File: src/rtl/btb_predictor.sv
// Branch target buffer with a 2-bit bimodal direction counter per entry.
// The fetch-side lookup is purely combinational. Resolved branches arriving
// from MEM train the table on the next rising edge. Two saturating counters
// record predicted-taken lookups and reported mispredicts.
module btb_predictor #(
    parameter int ENTRIES  = 16,
    parameter int IDX_BITS = $clog2(ENTRIES)
) (
    input  logic        clk,
    input  logic        rst,
    input  logic [31:0] IF_addr,
    output logic        IF_prediction,
    output logic [31:0] BTB_target,
    input  logic        MEM_br_valid,
    input  logic [31:0] MEM_pc,
    input  logic        MEM_taken,
    input  logic [31:0] MEM_target,
    input  logic        MEM_mispredict,
    output logic [31:0] perf_pred_taken,
    output logic [31:0] perf_mispredict
);

    localparam int TAG_BITS = 32 - IDX_BITS - 2;

    // Direction counter encoding: 00 strong-NT, 01 weak-NT, 10 weak-T, 11 strong-T.
    localparam logic [1:0] CTR_RESET = 2'b01;
    localparam logic [1:0] CTR_ALLOC = 2'b10;
    localparam logic [1:0] CTR_MAX   = 2'b11;
    localparam logic [1:0] CTR_MIN   = 2'b00;

    logic                r_valid  [ENTRIES];
    logic [TAG_BITS-1:0] r_tag    [ENTRIES];
    logic [31:0]         r_target [ENTRIES];
    logic [1:0]          r_ctr    [ENTRIES];

    logic [31:0]         r_perf_pred;
    logic [31:0]         r_perf_mis;

    logic [IDX_BITS-1:0] w_if_idx;
    logic [TAG_BITS-1:0] w_if_tag;
    logic                w_if_hit;
    logic                w_if_pred;
    logic [31:0]         w_if_target;

    logic [IDX_BITS-1:0] w_mem_idx;
    logic [TAG_BITS-1:0] w_mem_tag;
    logic                w_mem_hit;
    logic [31:0]         w_mem_target;

    assign w_if_idx     = IF_addr[IDX_BITS+1:2];
    assign w_if_tag     = IF_addr[31:IDX_BITS+2];
    assign w_mem_idx    = MEM_pc[IDX_BITS+1:2];
    assign w_mem_tag    = MEM_pc[31:IDX_BITS+2];
    assign w_mem_target = {MEM_target[31:1], 1'b0};

    // Fetch lookup: reads only registered state, so a same-cycle update to the
    // same index is not visible until the following cycle.
    always_comb begin
        w_if_hit    = r_valid[w_if_idx] && (r_tag[w_if_idx] == w_if_tag);
        w_if_pred   = w_if_hit && r_ctr[w_if_idx][1];
        w_if_target = w_if_hit ? r_target[w_if_idx] : 32'h0;
    end

    // Hit test for the resolving branch against the entry it maps to.
    always_comb begin
        w_mem_hit = r_valid[w_mem_idx] && (r_tag[w_mem_idx] == w_mem_tag);
    end

    assign IF_prediction   = w_if_pred;
    assign BTB_target      = w_if_target;
    assign perf_pred_taken = r_perf_pred;
    assign perf_mispredict = r_perf_mis;

    // Table training: hits move the counter, taken misses allocate at weak-T,
    // not-taken misses leave the table alone. Reset overrides any update.
    always_ff @(posedge clk) begin
        if (rst) begin
            for (int i = 0; i < ENTRIES; i++) begin
                r_valid[i]  <= 1'b0;
                r_tag[i]    <= '0;
                r_target[i] <= 32'h0;
                r_ctr[i]    <= CTR_RESET;
            end
        end else if (MEM_br_valid) begin
            if (w_mem_hit) begin
                if (MEM_taken) begin
                    if (r_ctr[w_mem_idx] != CTR_MAX) begin
                        r_ctr[w_mem_idx] <= r_ctr[w_mem_idx] + 2'd1;
                    end
                    r_target[w_mem_idx] <= w_mem_target;
                end else if (r_ctr[w_mem_idx] != CTR_MIN) begin
                    r_ctr[w_mem_idx] <= r_ctr[w_mem_idx] - 2'd1;
                end
            end else if (MEM_taken) begin
                r_valid[w_mem_idx]  <= 1'b1;
                r_tag[w_mem_idx]    <= w_mem_tag;
                r_target[w_mem_idx] <= w_mem_target;
                r_ctr[w_mem_idx]    <= CTR_ALLOC;
            end
        end
    end

    // Performance counters, saturating at all-ones instead of wrapping.
    always_ff @(posedge clk) begin
        if (rst) begin
            r_perf_pred <= 32'h0;
            r_perf_mis  <= 32'h0;
        end else begin
            if (w_if_pred && (r_perf_pred != 32'hFFFF_FFFF)) begin
                r_perf_pred <= r_perf_pred + 32'd1;
            end
            if (MEM_br_valid && MEM_mispredict && (r_perf_mis != 32'hFFFF_FFFF)) begin
                r_perf_mis <= r_perf_mis + 32'd1;
            end
        end
    end

endmodule

File: config.mk
export PLATFORM = sky130hd
export DESIGN_NAME = btb_predictor
export DESIGN_NICKNAME = d
export VERILOG_FILES = /design/src/rtl/btb_predictor.sv
export SDC_FILE = /design/constraint.sdc
export NUM_CORES = 2
export LEC_CHECK = 0
export CAP_MARGIN = 25
export CORE_ASPECT_RATIO = 1.1
export CORE_UTILIZATION = 55
export DETAILED_ROUTE_END_ITERATION = 10
export PLACE_DENSITY = 0.76
export SLEW_MARGIN = 25
export SYNTH_ARGS = -nofsm -noshare
export SYNTH_HDL_FRONTEND = slang
export SYNTH_SLANG_ARGS = --single-unit
File: constraint.sdc
create_clock -name clk -period 8.4 [get_ports clk]
set_clock_uncertainty 0.15 [all_clocks]
set_input_delay 2.52 -clock clk [delete_from_list [all_inputs] [get_ports clk]]
set_output_delay 2.52 -clock clk [all_outputs]
set_load 0.01 [all_outputs]
**Word-level counts from Yosys, hierarchy flattened**

Memory sizes are Yosys's and may differ from the RTL's.
Index checks and enable logic that the tools add are counted.

- Reduce and logical (&&, ||, !) cells: 11
- Add/sub/neg operators: 4
- Eq/ne operators: 5
- Multiplexer cells: 39
- Bitwise logic cells: 3

Operators by type and width:

| operator | number |
|---|---|
| adder 32 x 1 -> 32 bit (second input constant) | 2 |
| != test 32 bit (second input constant) | 2 |
| 2-to-1 mux 31 bit | 2 |
| == test 26 bit | 2 |
| 2-to-1 mux 32 bit | 1 |
| OR reduction 31 bit | 1 |
| 2-to-1 mux 1 bit | 28 |
| 2-to-1 mux 26 bit | 1 |
| OR reduction 26 bit | 1 |
| 2-to-1 mux 4 bit | 4 |
| logical AND 1 bit | 6 |
| 2-to-1 mux 2 bit | 3 |
| bitwise OR 1 bit | 3 |
| adder 2 x 1 -> 2 bit (second input constant) | 1 |
| != test 2 bit (second input constant) | 1 |
| nonzero test 2 bit | 1 |
| OR reduction 2 bit | 1 |
| subtractor 2 x 1 -> 2 bit (second input constant) | 1 |
| OR reduction 1 bit | 1 |

- Logic and storage cells: 68
- Output and inout bits: 97
- Memory bits (writable): 960
- Memories kept: 4
- Input port bits: 101
- Register bits: 64

Memories:

| name | depth | width | rd ports | clocked after memory_dff | wr ports | line | source |
|---|---|---|---|---|---|---|---|
| r_target | 16 | 31 | 1 | 0 | 16 | 33 | `logic [31:0] r_target [ENTRIES];` |
| r_tag | 16 | 26 | 2 | 0 | 16 | 32 | `logic [TAG_BITS-1:0] r_tag [ENTRIES];` |
| r_ctr | 16 | 2 | 2 | 0 | 16 | 34 | `logic [1:0] r_ctr [ENTRIES];` |
| r_valid | 16 | 1 | 2 | 0 | 16 | 31 | `logic r_valid [ENTRIES];` |

**Longest topological paths before layout**

An unclocked memory read counts as a cell.

- Depth after elaboration: 12
- Mapped depth: 17
- Mapped depth without buffers: 9

**Worst setup path before layout**

Ideal clock, no wire load.

- Kind: input port to output port
- From: in IF_addr[2]
- To: out BTB_target[10]
- Arrival: 5.724 ns
- Cell stages on the path: 9
- Slack: 0.006 ns
- Required time: 5.730 ns
- Path buffers: 6
- Cell sequence: buf_2 > buf_2 > buf_2 > buf_2 > buf_1 > buf_1 > mux4_2 > mux4_2 > nor2b_1

- Cells in the longest elaborated chain, start to end: 4
- Elaborated cells on any way between the ends: 6
- Those cells by class: eq/ne: 1; mux: 1; reduce/logical: 1; memory: 3

RTL lines:

| item | line | source |
|---|---|---|
| start: declaration | 11 | `input logic [31:0] IF_addr,` |
| memory (16 x 26 bit) | - |  |
| == test 26 bit | 59 | `w_if_hit = r_valid[w_if_idx] && (r_tag[w_if_idx] == w_if_tag);` |
| logical AND 1 bit | 59 |  |
| 2-to-1 mux 32 bit * | 61 | `w_if_target = w_if_hit ? r_target[w_if_idx] : 32'h0;` |
| end: declaration | 13 | `output logic [31:0] BTB_target,` |

Mark *: on every way between the ends. The rest lies on a longest branch, timed or not.

**Worst setup path after layout**

- From: in IF_addr[2]
- To: out BTB_target[14]

Same word-level chain as after synthesis.

==> results.sh <==
export IMPL_pin_count=198
export IMPL_reg2reg_depth=11
export IMPL_cp_common_cell="buf_4"
export IMPL_fin_crit_sh=0.991
export IMPL_hold_ws_ns=0.335
export IMPL_nets=3913
export IMPL_drc_errors=0
export IMPL_async_flop_share=0
export IMPL_avgSynthCellArea_um2=14.2
export IMPL_grt_max_degree=106
export IMPL_ys_types=72
export IMPL_wl_per_cell_um=29.5
export IMPL_wl_mm=152
export IMPL_first_global_vias=33100
export IMPL_yosys_area_share_adder=0.000483
export IMPL_area_delta_synth_final_pct=14.9
export IMPL_slowest_stage="or4_1"
export IMPL_initial_utilization=0.558
export IMPL_vias=33400
export IMPL_worstSetupEndpoint="BTB_target[14]"
export IMPL_dr_pass1_iters=5
export IMPL_tightestPinTransition_ns=1.12
export IMPL_yosys_area_share_xor_xnor=0.0132
export IMPL_grt_pass1_wl_mm=220
export IMPL_crit_buf_inv=8
export IMPL_period_minus_slack_ns=8.33
export IMPL_synth_edf_count=944
export IMPL_die_height_um=324
export IMPL_relSlewSlack=0.249
export IMPL_clockBufferDepth=3
export IMPL_ant_nets=0
export IMPL_cts_buffers=103
export IMPL_core_area_mm2=0.0930
export IMPL_yosys_area_share_simple=0.163
export IMPL_syn_nets=3746
export IMPL_htree_levels=3
export IMPL_crit_reg2reg_capture="r_tag[8][18]"
export IMPL_ys_flop_type="edfxtp_1"
export IMPL_seq_area_frac_synth=0.578
export IMPL_die_width_um=295
export IMPL_mostFrequentLayoutCells="edfxtp_1, and2_1, mux4_2"
export IMPL_avgViaCountPerCell=6.49
export IMPL_critPathRequiredTime_ns=5.73
export IMPL_drt_iter0_drc=4097
export IMPL_insertion_delay_ns=0.70
export IMPL_dieArea_mm2=0.0955
export IMPL_n_fill_cell=6602
export IMPL_startpoint_type="primary input"
export IMPL_synth_top_family_by_area="multiplexers"
export IMPL_ctsRootBufferMaster="clkbuf_16"
export IMPL_max_freq_mhz=120
export IMPL_hp_class="reg -> reg"
export IMPL_synthMuxAreaShare=0.185
export IMPL_instances_no_fill=5152
export IMPL_syn_inst=3643
export IMPL_globalplace_congestion=0.925
export IMPL_cpPeakStageDelay_ns=0.51
export IMPL_ir_drop_mv=0.195
export IMPL_hpwl_mm=88.8
export IMPL_cp_end_kind="output port"
export IMPL_rows=117
export IMPL_hold_viol_final=0
export IMPL_arrival_ns=5.66
export IMPL_setup_viol=0
export IMPL_crit_cells=15
export IMPL_worstReg2RegStart="r_tag[7][14]"
export IMPL_worst_path_max_fanout=16
export IMPL_leakagePower_nw=20.9
export IMPL_cts_tree="done"
export IMPL_fin_setup_tns_ns=0
export IMPL_gr_total_overflow=0
export IMPL_io_buffers=191
export IMPL_synth_area_mm2=0.0518
export IMPL_cts_sinks=1024
export IMPL_worst_setup_path_type="in -> out"
export IMPL_ys_warn_count=0
export IMPL_crit_start="IF_addr[2]"
export IMPL_antenna_found_initial=17
export IMPL_power_density_mw_per_mm2=199
export IMPL_dpl_cell_area_mm2=0.0558
export IMPL_drv_slew=0
export IMPL_path_cells="buf_16 > buf_4 > mux4_2 > mux2_2 > a21oi_2 > buf_4 > xnor2_1 > or4_1 > buf_4 > nand3b_1 > buf_4 > buf_12 > buf_12 > nor2b_1 > buf_2"
export IMPL_crit_family="buffers and inverters"
export IMPL_path_clk_slew_ns=0.06
export IMPL_drv_cap=0
export IMPL_outcome="finished clean"
export IMPL_final_layout_size_suffix_gt1_frac=0.214
export IMPL_grt_use_total=0.322
export IMPL_synth_compound_area_share=0.0321
export IMPL_dp_cells=4927
export IMPL_finish_instance_area_mm2=0.0596
export IMPL_ys_ff_latch=1024
export IMPL_layout_commonest_cell="edfxtp_1"
export IMPL_reg2reg_slack_ns=3.23
[power breakdown]
group          leakage, nW  internal [W]  switching, W  total [W]
Combinational         9.55      0.000542      0.000698    0.00124
Clock                 1.66       0.00270       0.00201    0.00471
Sequential            9.65       0.00581      0.000101    0.00591
[logic make-up after synthesis]
kind of cell,count (synthesis)
adders and majority gates,2
AOI/OAI and AO/OA,245
xor gates and xnor gates,78
other,1
DFF,1024
buffers and inverters,351
muxes,526
and+or+nand+nor,1416
[metal layers]
layer,share of wire,vias up,GRT usage
met5,0.00071,-,0
met3,0.10,493,0.0634
met2,0.48,2123,0.521
li1,-,14000,-
met4,0.056,16,0.176
met1,0.36,16800,0.411
[through the flow]
step | worst slack, ns | total power, W | util
5_1_grt | -0.0116 | 0.0122 | 0.641
6_report | 0.0739 | 0.0119 | 0.641
4_1_cts | 0.0144 | 0.0119 | 0.639
3_5_place_dp | -0.474 | 0.00721 | 0.600
3_3_place_gp | -0.430 | 0.00718 | 0.600
2_1_floorplan | 0.00559 | 0.00673 | -
[flip-flops by register name (all words and copies together) (netlist names)]
register / count
r_tag: 416
r_valid: 16
r_ctr: 32
perf_mispredict: 32
perf_pred_taken: 32
r_target: 496
[synth_stat cells, types with 30 or more instances]
master | instances | area, um^2
buf_2 | 40 | 200
dfxtp_1 | 80 | 1600
nand2_1 | 88 | 330
mux2i_1 | 168 | 1680
mux4_2 | 342 | 7700
o21ai_0 | 52 | 260
xnor2_1 | 37 | 324
nor2_1 | 88 | 330
nor3_1 | 35 | 175
nor4_1 | 49 | 307
a21oi_1 | 51 | 255
buf_1 | 30 | 113
and2_1 | 884 | 5530
nor2b_1 | 55 | 344
xor2_1 | 41 | 359
clkbuf_1 | 239 | 897
nand3_1 | 51 | 255
or3_1 | 37 | 231
edfxtp_1 | 944 | 28300
[layout make-up]
class | instances | area (um^2) | share of cell area
timing repair buffer | 394 | 3730 | 0.0627
multi-input combinational | 2268 | 20800 | 0.349
inverter | 19 | 73.8 | 0.00124
clock inverter | 59 | 716 | 0.0120
tap | 1249 | 1560 | 0.0262
clock buffer | 132 | 2720 | 0.0456
antenna | 7 | 17.5 | 0.000294
sequential | 1024 | 29900 | 0.503
[worst min-delay path by stage]
stage                      from          end  cells after the start
floorplan           r_valid[12]  r_valid[12]                      1
global placement     r_valid[0]   r_valid[0]                      1
detailed placement   r_valid[6]   r_valid[6]                      1
CTS                  r_valid[6]   r_valid[6]                      1
global route         r_valid[6]   r_valid[6]                      1
finish              r_valid[12]  r_valid[12]                      1
[what timing repair did]
item | 4_1_cts | 5_1_grt
hold buffers | 0 | 0
resized for setup | 49 | 71
setup buffers | 6 | 15
pin swaps | 3 | 7
setup endpoints to repair | 32 | 32
gates cloned | 3 | 0
(Power assumes the default switching activity.)
